--- src/rtl/hc595_pkg.sv ---
// Shared types and sizing helpers for the 74HC595 chain driver.
// Widths depend on instance parameters, so they are derived through these functions.
package hc595_pkg;

  typedef enum logic [1:0] {
    S_IDLE  = 2'd0,
    S_SH_LO = 2'd1,
    S_SH_HI = 2'd2,
    S_LATCH = 2'd3
  } state_t;

  localparam int BITS_PER_DEV = 8;
  localparam int W_DEFAULT    = BITS_PER_DEV;

  function automatic int word_w(input int n_dev);
    return BITS_PER_DEV * n_dev;
  endfunction

  // max(1, $clog2(div)) so that DIV=1 still gets a 1-bit counter
  function automatic int phase_w(input int div);
    return (div <= 2) ? 1 : $clog2(div);
  endfunction

  function automatic int bitcnt_w(input int w);
    return $clog2(w + 1);
  endfunction

  localparam int PW_DEFAULT = phase_w(1);
  localparam int CW_DEFAULT = bitcnt_w(W_DEFAULT);

endpackage

--- src/rtl/hc595_tick.sv ---
// Phase counter: o_tick marks the last of every DIV clk cycles.
// i_restart holds the count at zero so a new phase starts cleanly.
module hc595_tick
  import hc595_pkg::*;
#(
  parameter int DIV = 1
) (
  input  logic clk,
  input  logic rst,
  input  logic i_restart,
  output logic o_tick
);

  localparam int PW = phase_w(DIV);
  localparam logic [PW-1:0] LAST = PW'(DIV - 1);

  logic [PW-1:0] r_cnt;

  always_ff @(posedge clk or posedge rst) begin
    if (rst) begin
      r_cnt <= '0;
    end else if (i_restart || o_tick) begin
      r_cnt <= '0;
    end else begin
      r_cnt <= r_cnt + 1'b1;
    end
  end

  assign o_tick = (r_cnt == LAST);

endmodule

--- src/rtl/hc595_chain.sv ---
// Serialises a W-bit word into a chain of 74HC595 shift registers,
// then pulses the storage clock once to present the word on the outputs.
module hc595_chain
  import hc595_pkg::*;
#(
  parameter  int N_DEV     = 1,
  parameter  int DIV       = 1,
  parameter  int LSB_FIRST = 0,
  localparam int W         = word_w(N_DEV)
) (
  input  logic         clk,
  input  logic         rst,
  input  logic         i_valid,
  input  logic [W-1:0] i_data,
  output logic         o_ready,
  output logic         o_done,
  output logic         o_SHCP,
  output logic         o_STCP,
  output logic         o_DS,
  output logic         o_OE_n
);

  localparam int CW = bitcnt_w(W);
  localparam logic [CW-1:0] LAST_BIT = CW'(W - 1);

  state_t         r_state, w_state_next;
  logic [W-1:0]   r_buf, w_buf_next, w_buf_shift;
  logic [CW-1:0]  r_bitcnt, w_bitcnt_next;
  logic           r_ds, w_ds_next;
  logic           r_done, w_done_next;
  logic           r_oe_n, w_oe_n_next;
  logic           w_tick, w_restart;
  logic           w_first_bit, w_shift_bit;

  // Buffer shifts toward the outgoing end so the next bit is always at a fixed index
  generate
    if (LSB_FIRST != 0) begin : g_lsb
      assign w_first_bit = i_data[0];
      assign w_buf_shift = {1'b0, r_buf[W-1:1]};
      assign w_shift_bit = r_buf[1];
    end else begin : g_msb
      assign w_first_bit = i_data[W-1];
      assign w_buf_shift = {r_buf[W-2:0], 1'b0};
      assign w_shift_bit = r_buf[W-2];
    end
  endgenerate

  assign w_restart = (r_state == S_IDLE);

  hc595_tick #(
    .DIV(DIV)
  ) u_tick (
    .clk      (clk),
    .rst      (rst),
    .i_restart(w_restart),
    .o_tick   (w_tick)
  );

  always_ff @(posedge clk or posedge rst) begin
    if (rst) begin
      r_state  <= S_IDLE;
      r_buf    <= '0;
      r_bitcnt <= '0;
      r_ds     <= 1'b0;
      r_done   <= 1'b0;
      r_oe_n   <= 1'b1;
    end else begin
      r_state  <= w_state_next;
      r_buf    <= w_buf_next;
      r_bitcnt <= w_bitcnt_next;
      r_ds     <= w_ds_next;
      r_done   <= w_done_next;
      r_oe_n   <= w_oe_n_next;
    end
  end

  always_comb begin
    w_state_next  = r_state;
    w_buf_next    = r_buf;
    w_bitcnt_next = r_bitcnt;
    w_ds_next     = r_ds;
    w_done_next   = 1'b0;
    w_oe_n_next   = r_oe_n;
    case (r_state)
      S_IDLE: begin
        w_ds_next = 1'b0;
        if (i_valid) begin
          w_state_next  = S_SH_LO;
          w_buf_next    = i_data;
          w_bitcnt_next = '0;
          w_ds_next     = w_first_bit;
        end
      end
      S_SH_LO: begin
        if (w_tick) begin
          w_state_next = S_SH_HI;
        end
      end
      S_SH_HI: begin
        if (w_tick) begin
          w_bitcnt_next = r_bitcnt + 1'b1;
          if (r_bitcnt == LAST_BIT) begin
            w_state_next = S_LATCH;
            w_ds_next    = 1'b0;
          end else begin
            w_state_next = S_SH_LO;
            w_buf_next   = w_buf_shift;
            w_ds_next    = w_shift_bit;
          end
        end
      end
      S_LATCH: begin
        if (w_tick) begin
          w_state_next = S_IDLE;
          w_done_next  = 1'b1;
          w_oe_n_next  = 1'b0;
        end
      end
      default: begin
        w_state_next = S_IDLE;
      end
    endcase
  end

  assign o_ready = (r_state == S_IDLE);
  assign o_SHCP  = (r_state == S_SH_HI);
  assign o_STCP  = (r_state == S_LATCH);
  assign o_DS    = r_ds;
  assign o_done  = r_done;
  assign o_OE_n  = r_oe_n;

endmodule

--- config.mk ---
export PLATFORM = sky130hd
export DESIGN_NAME = hc595_chain
export DESIGN_NICKNAME = d
export VERILOG_FILES = /design/src/rtl/hc595_pkg.sv /design/src/rtl/hc595_tick.sv /design/src/rtl/hc595_chain.sv
export SDC_FILE = /design/constraint.sdc
export NUM_CORES = 1
export LEC_CHECK = 0
export ABC_AREA = 1
export BUFFER_PORTS_ARGS = -buffer_cell sky130_fd_sc_hd__buf_4
export CORE_MARGIN = 1.5
export CORE_UTILIZATION = 52
export CTS_BUF_LIST = sky130_fd_sc_hd__clkbuf_8 sky130_fd_sc_hd__clkbuf_16
export DETAILED_ROUTE_END_ITERATION = 8
export PLACE_DENSITY = 0.86
export RECOVER_POWER = 50
export SETUP_SLACK_MARGIN = 0.5
export SLEW_MARGIN = 30
export SYNTH_ARGS = -nofsm -noshare
export SYNTH_HDL_FRONTEND = slang
export SYNTH_SLANG_ARGS = --single-unit
--- constraint.sdc ---
create_clock -name clk -period 1.8 [get_ports clk]
set_clock_uncertainty 0.15 [all_clocks]
set_input_delay 0.09 -clock clk [delete_from_list [all_inputs] [get_ports clk]]
set_output_delay 0.09 -clock clk [all_outputs]
set_load 0.05 [all_outputs]
==> results.md, run 1 <==
- Commonest non-fill, non-tap cell in the layout: nand2_1
- Die Area: 1860 sq um
- Drt total wl: 2.42 mm
- IO buf count: 16
- GRT overflow: 0
- Least-Margin Pin Slew: 663 ps
- Grt met2 use: 45.1%
- Largest net degree at the start of global routing: 18
- CTS H-Tree Depth: 1
- GR peak layer: met2
- Final Hold Fails: 0
- Final TNS setup: 0 ps
- GR met3 Demand/Resource: 5.53%
- Post-layout min period: 1480 ps
- Compound-Gate Fraction of Synth Area: 4.63%
- Row Count: 14
- Worst hold path class: in2reg
- Final period utilization: 82.0%
- Hold path startpoint: i_data[7]
- Beginning of the worst register-to-register path: r_state[1]
- Simple-gate share of the synthesized area: 36.6%
- Num ports: 17
- Share of layout cells above drive strength 1: 32.2%
- Post-synthesis area per instance: 7.54 sq um
- Synth Area in Adders: 1.49%
- VDD IR-drop max: 1.44 mV
- Vias per cell: 5.40
- Required @ worst endpoint: 1800 ps
- Pins Over Slew Limit: 0
- Cell area after layout: 1270 sq um
- Worst Setup SP: r_state[1]
- All-Layer GR Usage: 26.9%
- DR WL/cell: 15.0 um
- CTS Buf Count: 3
- Die width: 43.1 um
- Synthesis warning total: 0
- Post-synthesis net count: 123
- Residual DRC: 0
- Largest family of logic cells by synthesized area: simple AND/OR/NAND/NOR gates
- Antenna cell count: 0
- Outcome: completed
- Worst-path clk slew: 80 ps
- Core Area: 1510 sq um
- Area added between synthesis and finish: 51.3%
- Max-slew headroom: 55.8%
- Vias in the first global route: 826
- Worst setup EP type: register
- Max-Cap Viols: 0
- Global-route wire length before repair: 3.62 mm
- Number of synthesized register bits: 17
- Drt pass-1 iters: 4
- Mux cell area share after synthesis: 0%
- Via count: 874
- Netlist Area Pre-Place: 837 sq um
- DRT iter0 DRCs: 36
- Unrepaired setup endpoints after global routing: true
- Gpl congestion: 0.779
- WS Path Type: reg2reg
- Register area share after synthesis: 51.0%
- Final setup violating endpoints: 0
- WP data arrival: 1470 ps
- PwrDens: 1570 nW/um^2
- Startpoint type of the worst setup path: register
- Most frequent cells in the layout: nand2_1, dfrtp_1, buf_4
- Peak Freq: 678 MHz
- Root Driver: clkbuf_8
- Routing usage on met1: 33.1%
- Hpwl dp: 1.21 mm
- XOR/XNOR Fraction of Synth Area: 0%
- Synth Instances: 111
- Initial Util: 55.6%
- Die height: 43.1 um
- Fin nets: 159
- CTS sink cnt: 17
- Placed inst area: 977 sq um
- Final hold slack: 14.6 ps
- CTS tree: built
- Maximum fanout along the worst path: 7
- Final ANT Viol Nets: 0
- Count of cell types in the netlist: 20
- Clock Path Buffers: 2
- Antenna violations before repair: 0
- P_leak: 0.655 nW
- Clk_lat worst skew: 260 ps
==> registers in the layout, indices dropped and copies added, names as in the netlist <==
register      count
o_DS              1
o_OE_n            1
o_done            1
r_bitcnt          4
r_buf             7
r_state           2
u_tick.r_cnt      1
==> synth_stat cells, drive strengths merged <==
library cell,instances,area [sq um]
or2,1,6.26
nand3,6,30.0
conb,1,3.75
ha,1,12.5
a31oi,1,6.26
dfrtp,16,400
dfstp,1,26.3
o21ai,4,20.0
buf,2,15.0
nand2,58,220
nand4,1,6.26
a21oi,1,5.00
nor2,7,36.3
o31ai,1,7.51
nand3b,1,7.51
inv,9,33.8
==> path summary, 6_finish.rpt <==
| kind | end | slack (ps) | depth (start not counted) |
|---|---|---|---|
| max in group asynchronous | u_tick.r_cnt | 740 | 3 |
| max reg2reg | r_buf[2] | 320 | 6 |
| max | r_buf[2] | 320 | 6 |
| min reg2reg | o_OE_n | 310 | 2 |
| min in group asynchronous | r_bitcnt[3] | 330 | 3 |
| min | o_DS | 10 | 5 |
==> where the power goes <==
| group | internal [mW] | switching, mW |
|---|---|---|
| Combinational | 0.403 | 0.675 |
| Sequential | 0.510 | 0.110 |
| Clock | 0.154 | 0.141 |
==> per-stage QoR <==
step | total power, mW | instances | utilization, % | setup slack [ps]
4_1_cts | 1.86 | 162 | 80.8 | 472
2_1_floorplan | 1.14 | 111 | - | 385
5_1_grt | 2.09 | 162 | 84.1 | 246
6_report | 1.99 | 162 | 84.1 | 324
3_5_place_dp | 1.33 | 142 | 64.9 | 316
3_3_place_gp | 1.30 | 142 | 64.9 | 340
==> metal layers <==
layer,up-vias,share of wire (%)
met1,405,41
met3,7,6.7
met5,-,0
met4,0,2.0
met2,47,51
li1,415,-
==> kinds of logic (layout without fill, tap and decap cells) <==
family	count (synthesis)	count (layout)
buffers and inverters	11	45
adder cells (fa/ha/maj)	1	1
AO/OA/AOI/OAI	7	7
other	1	1
AND/OR/NAND/NOR	74	75
flip-flops	17	17
==> area by class of cell <==
type                    count  area, sq um
flip-flops and latches     17          427
repair buffers             32          283
clock buffers               3         41.3
well taps                  16         20.0
inverters                   9         41.3
clock inverters             1         5.00
fillers                    84          240
multi-input cells          84          449
==> what timing repair did <==
item                                    in CTS  in global routing
hold buffers                                 8                  0
buffers inserted                             7                  0
endpoints found under the hold margin       23                  0
cloned                                       1                  0
endpoints found under the setup margin      13                 16
resized for setup                           19                 13
pin swaps                                    2                  6
==> worst max-delay path, cell delays in order (launching register included) <==
cell	delay, ps
dfrtp_1	500
nand2_2	170
nand2_4	80
a21oi_2	200
nand2_4	110
nand2_1	90
nand2_1	70
No activity file was read; power rests on OpenSTA's default activity.
==> run 2, diff against run 1 <==
==> constraint.sdc (replaced) <==
create_clock -name clk -period 1.45 [get_ports clk]
set_clock_uncertainty 0.15 [all_clocks]
set_input_delay 0.0725 -clock clk [delete_from_list [all_inputs] [get_ports clk]]
set_output_delay 0.0725 -clock clk [all_outputs]
set_load 0.05 [all_outputs]
==> run 2 against run 1 <==
  * The flow now finishes with violations (negative setup slack)
  * Combinational power is 66% higher
  * Non-clock buffer count is 12 higher
  * Via count is 23% higher
  * Cell count is 7.4% higher
  * Worst setup slack worse by 400 ps
  * First-iteration DRC count is 78% higher
  * Largest cell class unchanged
  * Highest routed layer unchanged
  * Clock-buffer cell count stayed put
  * Die area stayed put
  * Power rose by 49%
  * Global-route usage up 3.8 points
==> results.md, run 2 (synthesized netlist as in run 1, its figures left out) <==
- Outcome: complete, but fails checks
- Failing checks: negative setup slack
- Die Area: 1860 sq um (unchanged)
- Max-Cap Viols: 0 (unchanged)
- Inst Count DP: 146 (+2.8%)
- Final Hold Fails: 0 (unchanged)
- Area added between synthesis and finish: 68.9%
- VDD IR-drop max: 1.72 mV (+19%)
- Maximum fanout along the worst path: 6 (-1)
- Top reg by flops: r_buf
- Startpoint type of the worst setup path: register
- Num ports: 17 (unchanged)
- Initial Util: 55.6% (unchanged)
- Int Pwr: 1.53 mW (+43%)
- Pre-CTS WS: 10.4 ps (-305 ps)
- Combinational power share: 60.3% (+6.2 points)
- DR WL/cell: 22.5 um (+50%)
- Switch share: 48.5% (+2.1 points)
- CTS tree: built
- Largest net degree at the start of global routing: 18 (unchanged)
- Final period utilization: 105% (+23 points)
- Peak Freq: 657 MHz (-3.1%)
- Flop pwr share: 26.8% (-4.3 points)
- Setup ws final: -72.9 ps (-397 ps)
- Most frequent cells in the layout: nand2_1, buf_4, dfrtp_1
- IO buf count: 16 (unchanged)
- Cell area after layout: 1410 sq um (+12%)
- Antenna cell count: 0 (unchanged)
- Die height: 43.1 um (unchanged)
- Area of the multi-input gates: 495 sq um (+10%)
- Share of layout cells above drive strength 1: 47.5% (+15 points)
- Fin nets: 171 (+7.5%)
- Clock Path Buffers: 2 (unchanged)
- Row Count: 14 (unchanged)
- Max reg flops: 7 (unchanged)
- Die width: 43.1 um (unchanged)
- Vias per cell: 6.18 (+15%)
- All-Layer GR Usage: 30.8% (+3.8 points)
- Final hold slack: 17.3 ps (+2.64 ps)
- P_leak: 0.736 nW (+12%)
- Root Driver: clkbuf_8
- GRT overflow: 0 (unchanged)
- Top Registers: r_buf x7, r_bitcnt x4, r_state x2
- DRT iter0 DRCs: 64 (+78%)
- CTS sink cnt: 17 (unchanged)
- Filler cell count: 49 (-42%)
- WS Path Type: reg2reg
- Worst hold path class: in2reg
- Hpwl dp: 1.18 mm (-2.7%)
- Commonest non-fill, non-tap cell in the layout: nand2_1
- Drt total wl: 3.91 mm (+61%)
- Drt pass-1 iters: 5 (+1)
- Required @ worst endpoint: 1490 ps (-310 ps)
- Post-layout min period: 1520 ps (+47.1 ps)
- CTS H-Tree Depth: 1 (unchanged)
- Worst-path clk slew: 80 ps (about the same)
- CTS Buf Count: 3 (unchanged)
- WP data arrival: 1570 ps (+100 ps)
- Layout Cells excl Fill: 174 (+7.4%)
- Unrepaired setup endpoints after global routing: true
- Final ANT Viol Nets: 0 (unchanged)
- Via count: 1075 (+23%)
- Sw Pwr: 1.44 mW (+56%)
- Power Total: 2.97 mW (+49%)
- Clk_lat worst skew: 270 ps (about the same)
- Core Area: 1510 sq um (unchanged)
- Global-route wire length before repair: 4.10 mm (+13%)
- Final setup violating endpoints: 8 (+8)
- FF/Latch Area: 430 sq um (+0.88%)
- Antenna violations before repair: 0 (unchanged)
- Worst setup EP type: register
- PwrDens: 2100 nW/um^2 (+33%)
- Residual DRC: 0 (unchanged)
- Clock share of power: 12.9% (-1.9 points)
- R2r setup slk: -70 ps (-400 ps)
- Gpl congestion: 0.804 (+3.2%)
- Placed inst area: 1010 sq um (+3.7%)
- Vias in the first global route: 866 (+4.8%)
- Pins Over Slew Limit: 0 (unchanged)
run 2: power groups by stage:
stage               Combinational (mW)  Sequential (mW)  Clock [mW]
floorplan                        0.679            0.793           0
global placement                 0.943            0.737           0
detailed placement               0.969            0.743           0
CTS                               1.26            0.757       0.344
global route                      1.85            0.799       0.393
finish                            1.79            0.796       0.384
run 2: timing repair:
| action | 4_1_cts | 5_1_grt |
|---|---|---|
| hold endpoints to repair | 22 | 0 |
| resized for setup | 27 | 22 |
| cloned | 1 | 0 |
| setup buffers | 7 | 11 |
| hold buffers | 5 | 0 |
| pin swaps | 13 | 9 |
| endpoints found under the setup margin | 22 | 22 |
run 2: worst max-delay path, stage by stage, from the launching register on:
cell	delay (ps)
dfrtp_2	490
nand2_2	130
nand2_4	80
inv_4	80
nand2_4	80
nor2_4	200
nand2_1	120
nand2_1	110
run 2: path summary, 6_finish.rpt:
check / start / endpoint / cells after the start
setup / recovery: r_state[1] / r_buf[4] / 7
min in group asynchronous: rst / r_state[0] / 4
hold reg to reg: r_buf[3] / r_buf[3] / 2
hold / removal: i_data[7] / o_DS / 5
setup reg to reg: r_state[1] / r_buf[4] / 7
max in group asynchronous: rst / r_bitcnt[3] / 4
run 2: through the flow:
step | setup TNS, ps | utilization [%]
after floorplan | 0 | -
after global placement | 0 | 67.3
after detailed placement | 0 | 67.3
after CTS | 0 | 83.2
after global routing | -336 | 93.9
final | -182 | 93.9
run 2: cell type report:
cell class	count	share of cell area (%)
clock inverters	1	0.265
repair buffers	44	26.7
inverters	9	3.19
multi-input cells	84	35.0
clock buffers	3	2.92
well taps	16	1.42
flip-flops and latches	17	30.4
run 2: per-layer routing:
layer  vias to the layer above  global-route usage [%]  wire length, um
li1                        437                       -                -
met1                       490                    39.9             1240
met2                       104                    49.9             1850
met3                        44                    6.38              446
met4                         0                    12.1              376
met5                         -                       0                0
